`config.mk`:
```
export PLATFORM = sky130hd
export DESIGN_NAME = nco_freq_meter_flat
export DESIGN_NICKNAME = d
export VERILOG_FILES = /design/src/rtl/nco_freq_meter_if.sv /design/src/rtl/nco_freq_meter.sv /design/src/flat_wrapper.sv
export SDC_FILE = /design/constraint.sdc
export NUM_CORES = 1
export LEC_CHECK = 0
export CORE_AREA = 2 2 117 85
export CTS_CLUSTER_DIAMETER = 50
export DETAILED_ROUTE_END_ITERATION = 10
export DIE_AREA = 0 0 119 87
export GPL_TIMING_DRIVEN = 0
export PLACE_DENSITY = 0.75
export SLEW_MARGIN = 20
export SYNTH_ARGS = -nofsm -noshare
export SYNTH_HDL_FRONTEND = slang
export SYNTH_SLANG_ARGS = --single-unit
```
`constraint.sdc`:
```
create_clock -name clk -period 2.4 [get_ports clk]
set_input_delay 0.6 -clock clk [delete_from_list [all_inputs] [get_ports clk]]
set_output_delay 0.6 -clock clk [all_outputs]
set_load 0.01 [all_outputs]
```
`src/rtl/nco_freq_meter_if.sv`:
```
// Bus between the NCO frequency meter and its user: enable and sample in,
// measurement results and the one-cycle report strobe out.
interface nco_freq_meter_if #(
  parameter int DATA_W = 8,
  parameter int CNT_W  = 16
);
  logic              enable;
  logic [DATA_W-1:0] sampleIn;
  logic [CNT_W-1:0]  freqOut;
  logic [CNT_W-1:0]  periodOut;
  logic              valid;
  logic              noSignal;
  logic              periodSat;

  modport master (
    output enable, sampleIn,
    input  freqOut, periodOut, valid, noSignal, periodSat
  );

  modport slave (
    input  enable, sampleIn,
    output freqOut, periodOut, valid, noSignal, periodSat
  );
endinterface

```
`src/rtl/nco_freq_meter.sv`:
```
// Recovers the frequency of an NCO sample stream: counts MSB rising edges over
// a 2^GATE_LOG2-clock gate window and measures the clock distance between edges.
module nco_freq_meter #(
  parameter int DATA_W    = 8,
  parameter int GATE_LOG2 = 8,
  parameter int CNT_W     = 16
) (
  input  logic               clk,
  input  logic               rst,
  nco_freq_meter_if.slave    bus
);

  typedef enum logic [1:0] {
    IDLE    = 2'd0,
    ARM     = 2'd1,
    MEASURE = 2'd2
  } state_t;

  localparam logic [GATE_LOG2-1:0] GATE_ZERO = GATE_LOG2'(0);
  localparam logic [GATE_LOG2-1:0] GATE_ONE  = GATE_LOG2'(1);
  localparam logic [GATE_LOG2-1:0] GATE_LAST = {GATE_LOG2{1'b1}};
  localparam logic [CNT_W-1:0]     CNT_ZERO  = CNT_W'(0);
  localparam logic [CNT_W-1:0]     CNT_ONE   = CNT_W'(1);
  localparam logic [CNT_W-1:0]     CNT_MAX   = {CNT_W{1'b1}};
  localparam logic [CNT_W:0]       PER_ZERO  = (CNT_W+1)'(0);
  localparam logic [CNT_W:0]       PER_ONE   = (CNT_W+1)'(1);
  localparam logic [CNT_W:0]       PER_OVF   = {1'b1, {CNT_W{1'b0}}};

  state_t               state_q, state_d;
  logic                 prev_msb_q;
  logic [GATE_LOG2-1:0] gate_q, gate_d;
  logic [CNT_W-1:0]     edge_q, edge_d;
  logic [CNT_W:0]       per_cnt_q, per_cnt_d;
  logic [CNT_W-1:0]     per_lat_q, per_lat_d;
  logic                 per_sat_lat_q, per_sat_lat_d;
  logic                 have_per_q, have_per_d;
  logic [CNT_W-1:0]     freq_q, freq_d;
  logic [CNT_W-1:0]     period_q, period_d;
  logic                 valid_q, valid_d;
  logic                 nosig_q, nosig_d;
  logic                 psat_q, psat_d;

  logic                 msb_s, rise_s, gate_last_s, per_clamp_s;
  logic [CNT_W-1:0]     per_val_s, edge_next_s, lat_next_s;
  logic [CNT_W:0]       per_inc_s;
  logic                 have_next_s, lsat_next_s;

  assign msb_s       = bus.sampleIn[DATA_W-1];
  assign rise_s      = msb_s & ~prev_msb_q;
  assign gate_last_s = (gate_q == GATE_LAST);
  // The period counter has one extra bit and parks at 2^CNT_W to flag overflow.
  assign per_inc_s   = (per_cnt_q == PER_OVF) ? PER_OVF : (per_cnt_q + PER_ONE);
  assign per_clamp_s = (per_cnt_q == PER_OVF);
  assign per_val_s   = per_clamp_s ? CNT_MAX : per_cnt_q[CNT_W-1:0];
  assign edge_next_s = rise_s ? ((edge_q == CNT_MAX) ? edge_q : (edge_q + CNT_ONE)) : edge_q;
  assign have_next_s = have_per_q | rise_s;
  assign lat_next_s  = rise_s ? per_val_s : per_lat_q;
  assign lsat_next_s = rise_s ? per_clamp_s : per_sat_lat_q;

  // Next-state, counter and report logic of the gate FSM.
  always_comb begin
    state_d       = state_q;
    gate_d        = gate_q;
    edge_d        = edge_q;
    per_cnt_d     = per_inc_s;
    per_lat_d     = per_lat_q;
    per_sat_lat_d = per_sat_lat_q;
    have_per_d    = have_per_q;
    freq_d        = freq_q;
    period_d      = period_q;
    valid_d       = 1'b0;
    nosig_d       = nosig_q;
    psat_d        = psat_q;

    if (!bus.enable) begin
      state_d    = IDLE;
      gate_d     = GATE_ZERO;
      edge_d     = CNT_ZERO;
      per_cnt_d  = PER_ZERO;
      have_per_d = 1'b0;
    end else begin
      case (state_q)
        IDLE: begin
          state_d    = ARM;
          gate_d     = GATE_ZERO;
          edge_d     = CNT_ZERO;
          per_cnt_d  = PER_ZERO;
          have_per_d = 1'b0;
        end
        ARM: begin
          edge_d     = CNT_ZERO;
          have_per_d = 1'b0;
          if (rise_s) begin
            // The arming edge is gate cycle 0 and the first counted edge.
            state_d   = MEASURE;
            gate_d    = GATE_ONE;
            edge_d    = CNT_ONE;
            per_cnt_d = PER_ONE;
          end else if (gate_last_s) begin
            state_d  = ARM;
            gate_d   = GATE_ZERO;
            valid_d  = 1'b1;
            freq_d   = CNT_ZERO;
            period_d = CNT_ZERO;
            nosig_d  = 1'b1;
            psat_d   = 1'b0;
          end else begin
            state_d = ARM;
            gate_d  = gate_q + GATE_ONE;
          end
        end
        MEASURE: begin
          gate_d        = gate_q + GATE_ONE;
          edge_d        = edge_next_s;
          per_lat_d     = lat_next_s;
          per_sat_lat_d = lsat_next_s;
          have_per_d    = have_next_s;
          per_cnt_d     = rise_s ? PER_ONE : per_inc_s;
          if (gate_last_s) begin
            valid_d  = 1'b1;
            freq_d   = edge_next_s;
            period_d = have_next_s ? lat_next_s : CNT_ZERO;
            psat_d   = have_next_s & lsat_next_s;
            nosig_d  = (edge_next_s == CNT_ZERO);
            edge_d   = CNT_ZERO;
            if (edge_next_s == CNT_ZERO) begin
              state_d    = ARM;
              have_per_d = 1'b0;
            end else begin
              state_d = MEASURE;
            end
          end else begin
            state_d = MEASURE;
          end
        end
        default: begin
          state_d = IDLE;
        end
      endcase
    end
  end

  // State, counters and registered outputs; prevMsb tracks the sample every cycle.
  always_ff @(posedge clk) begin
    if (rst) begin
      state_q       <= IDLE;
      prev_msb_q    <= 1'b0;
      gate_q        <= GATE_ZERO;
      edge_q        <= CNT_ZERO;
      per_cnt_q     <= PER_ZERO;
      per_lat_q     <= CNT_ZERO;
      per_sat_lat_q <= 1'b0;
      have_per_q    <= 1'b0;
      freq_q        <= CNT_ZERO;
      period_q      <= CNT_ZERO;
      valid_q       <= 1'b0;
      nosig_q       <= 1'b0;
      psat_q        <= 1'b0;
    end else begin
      state_q       <= state_d;
      prev_msb_q    <= msb_s;
      gate_q        <= gate_d;
      edge_q        <= edge_d;
      per_cnt_q     <= per_cnt_d;
      per_lat_q     <= per_lat_d;
      per_sat_lat_q <= per_sat_lat_d;
      have_per_q    <= have_per_d;
      freq_q        <= freq_d;
      period_q      <= period_d;
      valid_q       <= valid_d;
      nosig_q       <= nosig_d;
      psat_q        <= psat_d;
    end
  end

  assign bus.freqOut   = freq_q;
  assign bus.periodOut = period_q;
  assign bus.valid     = valid_q;
  assign bus.noSignal  = nosig_q;
  assign bus.periodSat = psat_q;

endmodule

```
`src/flat_wrapper.sv`:
```
// flat-port wrapper written by rule: the top's interface ports become plain ports
module nco_freq_meter_flat 
#(
  parameter int DATA_W    = 8,
  parameter int GATE_LOG2 = 8,
  parameter int CNT_W     = 16
)
  (clk, rst, bus_enable, bus_sampleIn, bus_freqOut, bus_periodOut, bus_valid, bus_noSignal, bus_periodSat);
  nco_freq_meter_if #(.DATA_W(DATA_W), .CNT_W(CNT_W)) bus_i ();
  input  logic clk;
  input  logic rst;
  input wire logic [$bits(bus_i.enable)-1:0] bus_enable;
  input wire logic [$bits(bus_i.sampleIn)-1:0] bus_sampleIn;
  output wire logic [$bits(bus_i.freqOut)-1:0] bus_freqOut;
  output wire logic [$bits(bus_i.periodOut)-1:0] bus_periodOut;
  output wire logic [$bits(bus_i.valid)-1:0] bus_valid;
  output wire logic [$bits(bus_i.noSignal)-1:0] bus_noSignal;
  output wire logic [$bits(bus_i.periodSat)-1:0] bus_periodSat;
  assign bus_i.enable = bus_enable;
  assign bus_i.sampleIn = bus_sampleIn;
  assign bus_freqOut = bus_i.freqOut;
  assign bus_periodOut = bus_i.periodOut;
  assign bus_valid = bus_i.valid;
  assign bus_noSignal = bus_i.noSignal;
  assign bus_periodSat = bus_i.periodSat;
  nco_freq_meter #(.DATA_W(DATA_W), .GATE_LOG2(GATE_LOG2), .CNT_W(CNT_W)) u_core (.clk(clk), .rst(rst), .bus(bus_i));
endmodule
```
==> impl_results.md <==
* Result of the run: finished with violations
* Failing checks: negative setup slack
* Number of instances in the placed design at 759
* Sw frac at 24.0%
* Worst hold slack across all endpoints at 0.459 ns
* Number of buffers created by CTS at 9
* Count of mapped cells out of synthesis at 594
* Initial Utilization at 50.3%
* Most used standard cells in the synthesized netlist: sky130_fd_sc_hd__dfxtp_1 (97), sky130_fd_sc_hd__nand2_1 (84), sky130_fd_sc_hd__nor2_1 (84)
* Routability Congestion at 0.926
* Placeable core region at 0.00935 sq mm
* Hold wc startpoint: u_core.per_lat_q[9]
* Setup repair after global routing missed its margin: true
* Clock Skew at 0.0120 ns
* Slowest Stage Delay on Critical Path at 0.39 ns
* Ratio of total power to cell area at 527 mW/mm^2
* Number of synthesis warnings at 0
* Final Hold Vio Count at 0
* Number of inserted diodes at 0
* Detailed Route WL at 13.2 mm
* Startpoint type of the worst setup path: flop
* Slew headroom at 55.2%
* Largest net degree at the start of global routing at 18
* Internal power at 2.36 mW
* Total number of vias at 4,628
* Worst r2r dst: u_core.state_q[0]
* Slowest stage cell on the critical path: sky130_fd_sc_hd__dfxtp_4
* Met3 WL at 1.33 mm
* Final count of pins violating max slew at 0
* Proportion of netlist area held by the largest area contributor at 41.3%
* Post-DR wirelength/cell at 16.8 um
* Worst IR Drop VDD at 0.405 mV
* Summed negative setup slack over all endpoints at -0.0240 ns
* Highest routing layer actually used: met4
* Sort of element at the end of the critical path: flop
* Fraction of final layout cells sized beyond drive strength 1 at 13.6%
* Post-synthesis cell type with the largest combined area: sky130_fd_sc_hd__dfxtp_1
* Yosys cell types at 60
* Vias in the first global route at 4,171
* Setup-failing EPs final at 2
* Clock tree from TritonCTS: built
* Combinational share of power at 3.5%
* Drt via density at 5.86
* Routed wire length on met2 at 5.61 mm
* Min-Delay Path Depth at 2
* Relative contribution of the clock network to total power at 44.5%
* DRC violation total after the first TritonRoute iteration at 485
* Setup CP Type: reg2reg
* Overall die height at 87 um
* Count of flip-flops with a built-in enable after synthesis at 0
* Ys flop type: sky130_fd_sc_hd__dfxtp_1
* Final #Nets at 677
* Switching power at 0.743 mW
* Hold endpoint: u_core.per_lat_q[9]
* FFs w/ async S/R, synth at 0%
* Mean area per synthesized cell at 7.92 sq um
* Synthesis-stage register bit count at 97
* Overflow left after global routing at 0
* Total Die Area at 0.0104 sq mm
* Die width at 119 um
* Sequential-to-total area share from yosys stat at 41.3%
* Minimum clock period at 2.42 ns
* Source of the worst register-to-register timing path: u_core.edge_q[1]
* Final cell count without fillers at 790
* Pleak at 2.15 nW
* Worst path bufs/invs at 2
* Hold buffer count at CTS at 0
* Slew at the pin closest to its max-slew limit at 0.665 ns
* Number of filler cells placed in the layout at 782
* Wire length of the first global-routing pass at 21.0 mm
* First-pass iteration count of the detailed router at 6
* Logic depth of the worst register-to-register path at 10
* Number of I/O port buffers at 37
* Post-route clock period utilization at 101%
* Total routed wire length on the met1 layer at 5.98 mm
* Data arrival, critical path at 2.66 ns
* Clock latency on the worst-skew pair at 0.36 ns
* Cell chain of the critical path: ha_4, nand3_4, buf_4, buf_4, nor4_2, nor4_2, o221ai_2, nor4_4, and4_1, o31a_1
* Tot GR Track Use at 25.9%
* Max Buffers Root-to-Sink at 2
* Final WS setup at -0.0218 ns
* Number of clock sinks at 97
* Setup slack of the worst register-to-register path at -0.02 ns
* Max Cap Violations at 0
* Htree depth at 3
* Most common cell in the netlist: sky130_fd_sc_hd__dfxtp_1
* CP max FO at 7
* Worst min path class: reg2reg
* Upper clock frequency limit at 413 MHz
* Sequential group share of total power at 52.0%
* Top cell family by delay on the critical path: simple AND/OR/NAND/NOR gates
* Clock slew at the register clock pins of the worst setup and hold paths at 0.07 ns
* Top area cells in the synthesized netlist: sky130_fd_sc_hd__dfxtp_1 (41%), sky130_fd_sc_hd__a22oi_1 (6.7%), sky130_fd_sc_hd__nand2_1 (6.7%)
* Antenna violations before repair at 0
* Detailed-route DRC error count at 0
* Data required time of the critical path at 2.64 ns
* Worst-case setup slack after placement at -0.922 ns
* Clock root buffer: sky130_fd_sc_hd__clkbuf_16
* I/O Pins at 46
* Relative area change from synthesis to final layout at 25.0%
* Core Rows at 30
* Detailed Place HPWL at 9.36 mm
* Post-synthesis instance area at 0.00470 sq mm
* Remaining antenna violation count after routing at 0
* Nets in the synthesized netlist at 614
[state kept, by name, indices dropped and copies added, names as in the netlist, 2 cells and up]
signal	cells
u_core.edge_q	16
u_core.state_q	2
u_core.per_lat_q	16
u_core.bus.periodOut	16
u_core.bus.freqOut	16
u_core.per_cnt_q	17
u_core.gate_q	8
[worst reg2reg max path, delay by kind of cell (launching register included)]
family	cells	cell delay (ns)
and+or+nand+nor	5	0.95
DFF	1	0.39
buffers and inverters	2	0.31
adders and majority gates	1	0.17
AOI/OAI and AO/OA	2	0.50
[cells by family after synthesis]
| group | count (synthesis) | share of synthesized area [%] |
|---|---|---|
| fa+ha+maj | 9 | 2.39 |
| buf+inv | 51 | 4.55 |
| simple gates | 274 | 28.6 |
| xor+xnor | 22 | 4.10 |
| flops | 97 | 41.3 |
| mux | 3 | 0.692 |
| compound gates | 138 | 18.4 |
[layout by cell type (no fill, tap or decap), types with 3 or more instances in the layout]
master and instances:
sky130_fd_sc_hd__dfxtp_1 87, sky130_fd_sc_hd__nand2_1 84, sky130_fd_sc_hd__nor2_1 81, sky130_fd_sc_hd__a22oi_1 42, sky130_fd_sc_hd__a21oi_1 41, sky130_fd_sc_hd__clkdlybuf4s50_1 36
sky130_fd_sc_hd__o21ai_0 34, sky130_fd_sc_hd__clkbuf_1 26, sky130_fd_sc_hd__nand3_1 18, sky130_fd_sc_hd__buf_4 15, sky130_fd_sc_hd__and3_1 14, sky130_fd_sc_hd__nor3_1 12
sky130_fd_sc_hd__xor2_1 12, sky130_fd_sc_hd__inv_1 11, sky130_fd_sc_hd__xnor2_1 10, sky130_fd_sc_hd__clkbuf_16 9, sky130_fd_sc_hd__ha_1 8, sky130_fd_sc_hd__dfxtp_2 8
sky130_fd_sc_hd__and2_1 7, sky130_fd_sc_hd__nand3b_1 5, sky130_fd_sc_hd__or3_1 5, sky130_fd_sc_hd__buf_6 4, sky130_fd_sc_hd__nand4_1 4, sky130_fd_sc_hd__nor4_4 4
sky130_fd_sc_hd__or4_1 4, sky130_fd_sc_hd__buf_2 4, sky130_fd_sc_hd__nand4_4 3, sky130_fd_sc_hd__clkbuf_4 3, sky130_fd_sc_hd__nor4_1 3, sky130_fd_sc_hd__clkbuf_2 3
sky130_fd_sc_hd__or2_2 3, sky130_fd_sc_hd__nor4b_1 3, sky130_fd_sc_hd__a21o_1 3
[how the worst max path moves through the flow]
| stage | start | endpoint | cells past startpoint |
|---|---|---|---|
| 6_report | u_core.edge_q[1] | u_core.state_q[0] | 10 |
| 5_1_grt | u_core.edge_q[1] | u_core.state_q[1] | 8 |
| 4_1_cts | u_core.edge_q[0] | u_core.have_per_q | 8 |
| 3_5_place_dp | bus_sampleIn[7] | u_core.have_per_q | 9 |
| 3_3_place_gp | bus_sampleIn[7] | u_core.state_q[0] | 9 |
| 2_1_floorplan | u_core.edge_q[0] | u_core.have_per_q | 8 |
[layer usage]
| layer | global-route usage, % | vias to the layer above |
|---|---|---|
| li1 | - | 2210 |
| met1 | 36.8 | 2156 |
| met2 | 38.3 | 223 |
| met3 | 6.87 | 39 |
| met4 | 8.44 | 0 |
| met5 | 0 | - |
[power by group through the flow]
| stage | Clock (mW) | Combinational, mW | Sequential (mW) |
|---|---|---|---|
| floorplan | 0 | 0.0668 | 1.65 |
| finish | 1.38 | 0.108 | 1.61 |
| global route | 1.45 | 0.119 | 1.61 |
| global placement | 0 | 0.0985 | 1.65 |
| CTS | 1.39 | 0.104 | 1.61 |
| detailed placement | 0 | 0.0999 | 1.65 |
[layout make-up]
| class | count | area, sq um | area share (%) |
|---|---|---|---|
| multi-input combinational | 446 | 2730 | 46.4 |
| sequential | 97 | 1960 | 33.3 |
| timing repair buffer | 54 | 518 | 8.81 |
| inverter | 11 | 41.3 | 0.702 |
| clock inverter | 6 | 50.0 | 0.851 |
| clock buffer | 10 | 229 | 3.90 |
| tap | 128 | 160 | 2.72 |
| buffer | 38 | 191 | 3.26 |
[repair_timing]
item | 4_1_cts | 5_1_grt
gates resized for setup | 38 | 23
pin swaps | 9 | 13
buffers inserted | 6 | 11
setup endpoints to repair | 46 | 62
[through the flow]
step | area (sq um) | total power [mW] | utilization, %
after floorplan | 4710 | 1.72 | -
after global placement | 5240 | 1.75 | 56.0
after detailed placement | 5240 | 1.75 | 56.0
after CTS | 5740 | 3.11 | 61.4
after global routing | 5880 | 3.18 | 62.9
final | 5880 | 3.10 | 62.9
Power figures use the tool's default switching activity.
